## src/rtl/regfile_pkg.sv

```systemverilog
// Shared defaults, PC index helper and register-address type for the multi-port register file.
package regfile_pkg;

    localparam int DEFAULT_DATA_W   = 32;
    localparam int DEFAULT_NUM_REGS = 16;

    typedef logic [$clog2(DEFAULT_NUM_REGS)-1:0] reg_addr_t;

    // The top register index is never stored; it aliases the program counter.
    function automatic int pc_idx(input int num_regs);
        return num_regs - 1;
    endfunction

endpackage

```

## src/rtl/regfile_mp_if.sv

```systemverilog
// Bus bundle between decode/writeback (master) and the register file (slave).
interface regfile_mp_if #(
    parameter int DATA_W   = 32,
    parameter int NUM_REGS = 16,
    parameter int NUM_RD   = 3
);
    localparam int AW = $clog2(NUM_REGS);

    logic [NUM_RD*AW-1:0]     rd_addr;
    logic [NUM_RD*DATA_W-1:0] rd_data;
    logic [NUM_RD-1:0]        rd_busy;
    logic [DATA_W-1:0]        pc_plus_8;
    logic                     wa_en;
    logic [AW-1:0]            wa_addr;
    logic [DATA_W-1:0]        wa_data;
    logic                     wb_en;
    logic [AW-1:0]            wb_addr;
    logic [DATA_W-1:0]        wb_data;
    logic                     sb_set_en;
    logic [AW-1:0]            sb_set_addr;
    logic [NUM_REGS-1:0]      busy_vec;
    logic                     pc_wr_valid;
    logic [DATA_W-1:0]        pc_wr_data;

    modport master (
        output rd_addr, pc_plus_8, wa_en, wa_addr, wa_data,
               wb_en, wb_addr, wb_data, sb_set_en, sb_set_addr,
        input  rd_data, rd_busy, busy_vec, pc_wr_valid, pc_wr_data
    );

    modport slave (
        input  rd_addr, pc_plus_8, wa_en, wa_addr, wa_data,
               wb_en, wb_addr, wb_data, sb_set_en, sb_set_addr,
        output rd_data, rd_busy, busy_vec, pc_wr_valid, pc_wr_data
    );

endinterface

```

## src/rtl/regfile_scoreboard.sv

```systemverilog
// Outstanding-load scoreboard: one busy bit per architectural register, the PC bit is held at zero.
module regfile_scoreboard
    import regfile_pkg::*;
#(
    parameter int NUM_REGS = DEFAULT_NUM_REGS,
    parameter int AW       = $clog2(NUM_REGS)
) (
    input  logic                clk,
    input  logic                rst_n,
    input  logic                set_en,
    input  logic [AW-1:0]       set_addr,
    input  logic                clr_en,
    input  logic [AW-1:0]       clr_addr,
    output logic [NUM_REGS-1:0] busy_vec
);

    // A newly issued load outranks the writeback of an older one to the same register.
    always_ff @(posedge clk or negedge rst_n) begin
        if (!rst_n) begin
            busy_vec <= '0;
        end else begin
            for (int i = 0; i < NUM_REGS - 1; i++) begin
                if (set_en && set_addr == AW'(i)) begin
                    busy_vec[i] <= 1'b1;
                end else if (clr_en && clr_addr == AW'(i)) begin
                    busy_vec[i] <= 1'b0;
                end
            end
            busy_vec[NUM_REGS-1] <= 1'b0;
        end
    end

endmodule

```

## src/rtl/regfile_mp.sv

```systemverilog
// Multi-port register file with PC aliasing, load scoreboard and two prioritised write ports.
// Optional same-cycle write-to-read forwarding is enabled by defining REGFILE_BYPASS_EN.
module regfile_mp
    import regfile_pkg::*;
#(
    parameter int DATA_W   = DEFAULT_DATA_W,
    parameter int NUM_REGS = DEFAULT_NUM_REGS,
    parameter int NUM_RD   = 3
) (
    input logic         clk,
    input logic         rst_n,
    regfile_mp_if.slave bus
);

    localparam int            AW      = $clog2(NUM_REGS);
    localparam logic [AW-1:0] PC_ADDR = AW'(pc_idx(NUM_REGS));

    logic                wa_act;
    logic                wb_act;
    logic                sb_act;
    logic                wa_pc;
    logic                wb_pc;
    logic [NUM_REGS-1:0] busy_vec;
    logic                pc_wr_valid;
    logic [DATA_W-1:0]   pc_wr_data;
    logic [DATA_W-1:0]   regs [NUM_REGS-1];

    // Gating with rst_n keeps forwarding paths quiet while reset is held.
    assign wa_act = bus.wa_en & rst_n;
    assign wb_act = bus.wb_en & rst_n;
    assign sb_act = bus.sb_set_en & rst_n;
    assign wa_pc  = wa_act && (bus.wa_addr == PC_ADDR);
    assign wb_pc  = wb_act && (bus.wb_addr == PC_ADDR);

    always_ff @(posedge clk or negedge rst_n) begin
        if (!rst_n) begin
            for (int i = 0; i < NUM_REGS - 1; i++) begin
                regs[i] <= '0;
            end
        end else begin
            for (int i = 0; i < NUM_REGS - 1; i++) begin
                if (wa_act && bus.wa_addr == AW'(i)) begin
                    regs[i] <= bus.wa_data;
                end else if (wb_act && bus.wb_addr == AW'(i)) begin
                    regs[i] <= bus.wb_data;
                end
            end
        end
    end

    always_ff @(posedge clk or negedge rst_n) begin
        if (!rst_n) begin
            pc_wr_valid <= 1'b0;
            pc_wr_data  <= '0;
        end else begin
            pc_wr_valid <= wa_pc | wb_pc;
            if (wa_pc) begin
                pc_wr_data <= bus.wa_data;
            end else if (wb_pc) begin
                pc_wr_data <= bus.wb_data;
            end
        end
    end

    regfile_scoreboard #(
        .NUM_REGS (NUM_REGS),
        .AW       (AW)
    ) u_scoreboard (
        .clk      (clk),
        .rst_n    (rst_n),
        .set_en   (sb_act),
        .set_addr (bus.sb_set_addr),
        .clr_en   (wb_act),
        .clr_addr (bus.wb_addr),
        .busy_vec (busy_vec)
    );

    assign bus.busy_vec    = busy_vec;
    assign bus.pc_wr_valid = pc_wr_valid;
    assign bus.pc_wr_data  = pc_wr_data;

    for (genvar k = 0; k < NUM_RD; k++) begin : g_rd
        logic [AW-1:0]     addr;
        logic [DATA_W-1:0] data;
        logic              busy_bit;

        assign addr = bus.rd_addr[k*AW +: AW];

        // The PC check comes last so it overrides any forwarded write data.
        always_comb begin
            data     = '0;
            busy_bit = busy_vec[addr];
            for (int i = 0; i < NUM_REGS - 1; i++) begin
                if (addr == AW'(i)) begin
                    data = regs[i];
                end
            end
`ifdef REGFILE_BYPASS_EN
            if (wa_act && bus.wa_addr == addr) begin
                data = bus.wa_data;
            end else if (wb_act && bus.wb_addr == addr) begin
                data = bus.wb_data;
            end
            if (wb_act && bus.wb_addr == addr && !(sb_act && bus.sb_set_addr == addr)) begin
                busy_bit = 1'b0;
            end
`endif
            if (addr == PC_ADDR) begin
                data     = bus.pc_plus_8;
                busy_bit = 1'b0;
            end
        end

        assign bus.rd_data[k*DATA_W +: DATA_W] = data;
        assign bus.rd_busy[k]                  = busy_bit;
    end

endmodule

```

## src/flat_wrapper.sv

```systemverilog
// flat-port wrapper written by rule: the top's interface ports become plain ports
module regfile_mp_flat import regfile_pkg::*;
#(
    parameter int DATA_W   = DEFAULT_DATA_W,
    parameter int NUM_REGS = DEFAULT_NUM_REGS,
    parameter int NUM_RD   = 3
)
  (clk, rst_n, bus_rd_addr, bus_pc_plus_8, bus_wa_en, bus_wa_addr, bus_wa_data, bus_wb_en, bus_wb_addr, bus_wb_data, bus_sb_set_en, bus_sb_set_addr, bus_rd_data, bus_rd_busy, bus_busy_vec, bus_pc_wr_valid, bus_pc_wr_data);
  regfile_mp_if #(.DATA_W(DATA_W), .NUM_REGS(NUM_REGS), .NUM_RD(NUM_RD)) bus_i ();
  input logic clk;
  input logic rst_n;
  input wire logic [$bits(bus_i.rd_addr)-1:0] bus_rd_addr;
  input wire logic [$bits(bus_i.pc_plus_8)-1:0] bus_pc_plus_8;
  input wire logic [$bits(bus_i.wa_en)-1:0] bus_wa_en;
  input wire logic [$bits(bus_i.wa_addr)-1:0] bus_wa_addr;
  input wire logic [$bits(bus_i.wa_data)-1:0] bus_wa_data;
  input wire logic [$bits(bus_i.wb_en)-1:0] bus_wb_en;
  input wire logic [$bits(bus_i.wb_addr)-1:0] bus_wb_addr;
  input wire logic [$bits(bus_i.wb_data)-1:0] bus_wb_data;
  input wire logic [$bits(bus_i.sb_set_en)-1:0] bus_sb_set_en;
  input wire logic [$bits(bus_i.sb_set_addr)-1:0] bus_sb_set_addr;
  output wire logic [$bits(bus_i.rd_data)-1:0] bus_rd_data;
  output wire logic [$bits(bus_i.rd_busy)-1:0] bus_rd_busy;
  output wire logic [$bits(bus_i.busy_vec)-1:0] bus_busy_vec;
  output wire logic [$bits(bus_i.pc_wr_valid)-1:0] bus_pc_wr_valid;
  output wire logic [$bits(bus_i.pc_wr_data)-1:0] bus_pc_wr_data;
  assign bus_i.rd_addr = bus_rd_addr;
  assign bus_i.pc_plus_8 = bus_pc_plus_8;
  assign bus_i.wa_en = bus_wa_en;
  assign bus_i.wa_addr = bus_wa_addr;
  assign bus_i.wa_data = bus_wa_data;
  assign bus_i.wb_en = bus_wb_en;
  assign bus_i.wb_addr = bus_wb_addr;
  assign bus_i.wb_data = bus_wb_data;
  assign bus_i.sb_set_en = bus_sb_set_en;
  assign bus_i.sb_set_addr = bus_sb_set_addr;
  assign bus_rd_data = bus_i.rd_data;
  assign bus_rd_busy = bus_i.rd_busy;
  assign bus_busy_vec = bus_i.busy_vec;
  assign bus_pc_wr_valid = bus_i.pc_wr_valid;
  assign bus_pc_wr_data = bus_i.pc_wr_data;
  regfile_mp #(.DATA_W(DATA_W), .NUM_REGS(NUM_REGS), .NUM_RD(NUM_RD)) u_core (.clk(clk), .rst_n(rst_n), .bus(bus_i));
endmodule
```

## config.mk

```make
export PLATFORM = sky130hd
export DESIGN_NAME = regfile_mp_flat
export DESIGN_NICKNAME = d
export VERILOG_FILES = /design/src/rtl/regfile_pkg.sv /design/src/rtl/regfile_mp_if.sv /design/src/rtl/regfile_scoreboard.sv /design/src/rtl/regfile_mp.sv /design/src/flat_wrapper.sv
export SDC_FILE = /design/constraint.sdc
export NUM_CORES = 2
export LEC_CHECK = 0
export CAP_MARGIN = 20
export CORE_MARGIN = 10
export CORE_UTILIZATION = 40
export CTS_CLUSTER_SIZE = 20
export DETAILED_ROUTE_END_ITERATION = 10
export GPL_TIMING_DRIVEN = 1
export SLEW_MARGIN = 15
export SYNTH_ARGS = -nofsm -noshare
export SYNTH_HDL_FRONTEND = slang
export SYNTH_SLANG_ARGS = --single-unit
export TNS_END_PERCENT = 50
```

## constraint.sdc

```tcl
create_clock -name clk -period 1.9 [get_ports clk]
set_clock_uncertainty 0.2 [all_clocks]
set_input_delay 0.19 -clock clk [delete_from_list [all_inputs] [get_ports clk]]
set_output_delay 0.19 -clock clk [all_outputs]
set_load 0.01 [all_outputs]
```

==> flow_summary.yaml <==
run_status:
  outcome: "finished with violations"
  violations: "negative hold slack, negative setup slack"
timing:
  slew-limit-headroom_pct: 30.2
  period_minus_slack_ns: 2.82
  finalCritPeriodShare_pct: 149
  setup_tns_ns: -66.23
  hold_viol: 3
  fmax_mhz: 354
  finalSetupViolations: 100
  fin_hold_ws_ns: -0.0297
  worst_slew_pin_slew_ns: 1.05
  slew_violations: 0
  layout_setup_ws_ns: -0.922
  rsz0062_at_grt: "true"
placement:
  gp_congestion: 1.05
  place_area_sq_um: 51700
  dp_cells: 6566
  io_buffers: 271
  dpl.hpwl_microns: 154000
yosys:
  syn_nets: 4545
  synth-edff-count: 0
  synth_top_area_cell: "dfrtp_1"
  avgSynthCellArea_sq_um: 8.92
  postSynthCellCount: 4420
  synth-warning-count: 0
  synthTopCellsByArea: "dfrtp_1, mux2i_1, mux4_2"
  synth_seq_cells: 528
  synth_top_cell_area_share_pct: 33.5
  synth_flop_cell: "dfrtp_1"
  ys_seq_area_share_pct: 33.5
  synthArstFlopShare_pct: 100
  syn-cell-area_sq_um: 39400
  yosysUniqueCellTypes: 73
critical_path:
  critPathBufInv: 2
  cpPeakStageDelay_ns: 0.43
  rr_worst_depth: 5
  end_kind: "primary output"
  reg2reg_from: "u_core.regs[447]$_DFFE_PN0P_"
  critPathTopFamily: "simple AND/OR/NAND/NOR gates"
  critPathSlowestCell: "dfrtp_1"
  crit_type: "reg -> out"
  worst_r2r_endpoint: "u_core.regs[447]$_DFFE_PN0P_"
  cp-start-kind: "flop"
  crit_chain: "mux2i_4, nor3_2, a211oi_2, buf_4, a21oi_2, or3_4, buf_6"
  required_ns: 1.51
  crit_arrival_ns: 2.43
  path_max_fanout: 2
  rrSetupSlack_ns: 0.57
power_and_ir_drop:
  pwr-share-comb_pct: 39.9
  netSwitchingFraction_pct: 35.6
  internal_power_uw: 33600
  power.leakage_uw: 0.0245
  p_per_area_nw_per_um2: 930
  pwr-share-seq_pct: 33.3
  peakVddDrop_uv: 579
  power_switching_uw: 18500
  share_clk_of_total_power_pct: 26.9
clocking:
  cts.sinks: 528
  clockBufferDepth: 3
  clk_latency_ns: 0.64
  clk_pin_slew_ns: 0.06
  cts_tree: "done"
  root_buffer: "clkbuf_16"
  htree_num_levels: 3
  cts_buffers: 69
hold_path:
  hp-class: "in -> async"
global_route:
  grt_use_total_pct: 37.3
  grt_max_degree: 155
  first_global_vias: 42385
  antenna_found_initial: 8
  grt_pass1_wl_microns: 308000
  overflow: 0
cells_and_area:
  fin_nets: 5537
  syn2layout_area_growth_pct: 42.1
  layout_commonest_cell: "buf_4"
  drive_gt1_share_pct: 35.4
  stdcell_count: 6757
  final_cell_mix: "buf_4, mux2i_1, dfrtp_1, nand2_1, o21ai_0"
  final_area_sq_um: 56000
  final_util_pct: 57.1
floorplanning:
  core_area_sq_um: 98100
  initial_core_util_pct: 40.2
  chipHeight_microns: 334
  die-area_sq_um: 112000
  row_count: 115
  die_w_microns: 334
  ios: 273
routing:
  drc: 0
  vias_per_cell: 6.45
  wl_per_cell_microns: 32.0
  firstDrtPassIters: 6
  ant_nets: 0
  drt-total-wl_microns: 217000
  drt_iter0_drc: 6248
  vias: 43591
job:
  cap_viol_max_count: 0
worst max path at each step:
stage | start | to | slack, ns | cells past startpoint
after global routing | u_core.regs[195]$_DFFE_PN0P_ | bus_rd_data[67] | -0.93 | 7
after detailed placement | bus_rd_addr[9] | bus_rd_data[67] | -1.31 | 9
final | u_core.regs[195]$_DFFE_PN0P_ | bus_rd_data[67] | -0.92 | 7
after floorplan | bus_rd_addr[8] | bus_rd_busy[2] | -0.14 | 6
after CTS | u_core.regs[195]$_DFFE_PN0P_ | bus_rd_data[67] | -0.87 | 7
after global placement | bus_rd_addr[9] | bus_rd_data[67] | -1.29 | 9
layout make-up:
class                           count  area (sq um)
Fill cell                        8684         42100
Multi-Input combinational cell   3371         25500
Sequential cell                   528         13200
Timing Repair Buffer             1413         13200
Clock buffer                      102          2080
Tap cell                         1287          1610
Clock inverter                     21           262
Inverter                           29           109
Antenna cell                        6          15.0
synthesized netlist by cell type (all sizes together), types with 38 or more instances:
cell type	count
nand2b	38
mux4	108
o22ai	114
buf	238
mux2	140
a32oi	42
a21oi	377
clkbuf	254
o21ai	555
nor2b	41
a22oi	64
nand2	457
mux2i	715
o221ai	50
dfrtp	528
nor2	380
flip-flops by register name (all words and copies together), names as in the netlist:
signal,flops
u_core.regs,480
u_core.bus.pc_wr_data,32
u_core.u_scoreboard.busy_vec,15
u_core.bus.pc_wr_valid,1
tightest hold or removal path, cell delays in order:
cell	delay, ns
dlygate4sd3_1	0.56
buf_8	0.18
buf_12	0.36
logic make-up after synthesis:
| kind of cell | synth area share [%] |
|---|---|
| AO/OA/AOI/OAI | 21.1 |
| AND/OR/NAND/NOR | 10.9 |
| multiplexers | 28.3 |
| flip-flops | 33.5 |
| buffers and inverters | 6.15 |
| other | 0.00951 |
through the flow:
| stage | setup slack, ns | total power, uW | hold slack, ns |
|---|---|---|---|
| floorplan | -0.135 | 25400 | -0.306 |
| global placement | -1.29 | 35700 | 0.156 |
| detailed placement | -1.31 | 36000 | 0.166 |
| CTS | -0.870 | 50900 | 0.0537 |
| global route | -0.934 | 54000 | 0.0474 |
| finish | -0.922 | 52100 | -0.0297 |
power groups by stage:
stage	clock network (uW)	logic [uW]	registers, uW
2_1_floorplan	0	8750	16700
3_3_place_gp	0	18500	17100
3_5_place_dp	0	18800	17200
4_1_cts	14100	19800	17000
5_1_grt	14500	22000	17500
6_report	14000	20800	17300
metal layers:
layer	vias up	wire, microns	part of all wire, %	GRT usage [%]
li1	18278	-	-	-
met1	21147	84700	39	49.2
met2	3319	91400	42	54.7
met3	839	26100	12	10.1
met4	8	14300	6.6	20.9
met5	-	60	0.028	0
repair_timing:
action,CTS,global route
endpoints found under the setup margin,147,147
pin swaps,195,109
hold endpoints to repair,393,0
gates resized for setup,691,219
hold buffers,1,0
buffers inserted,54,22
(Power assumes the default switching activity.)
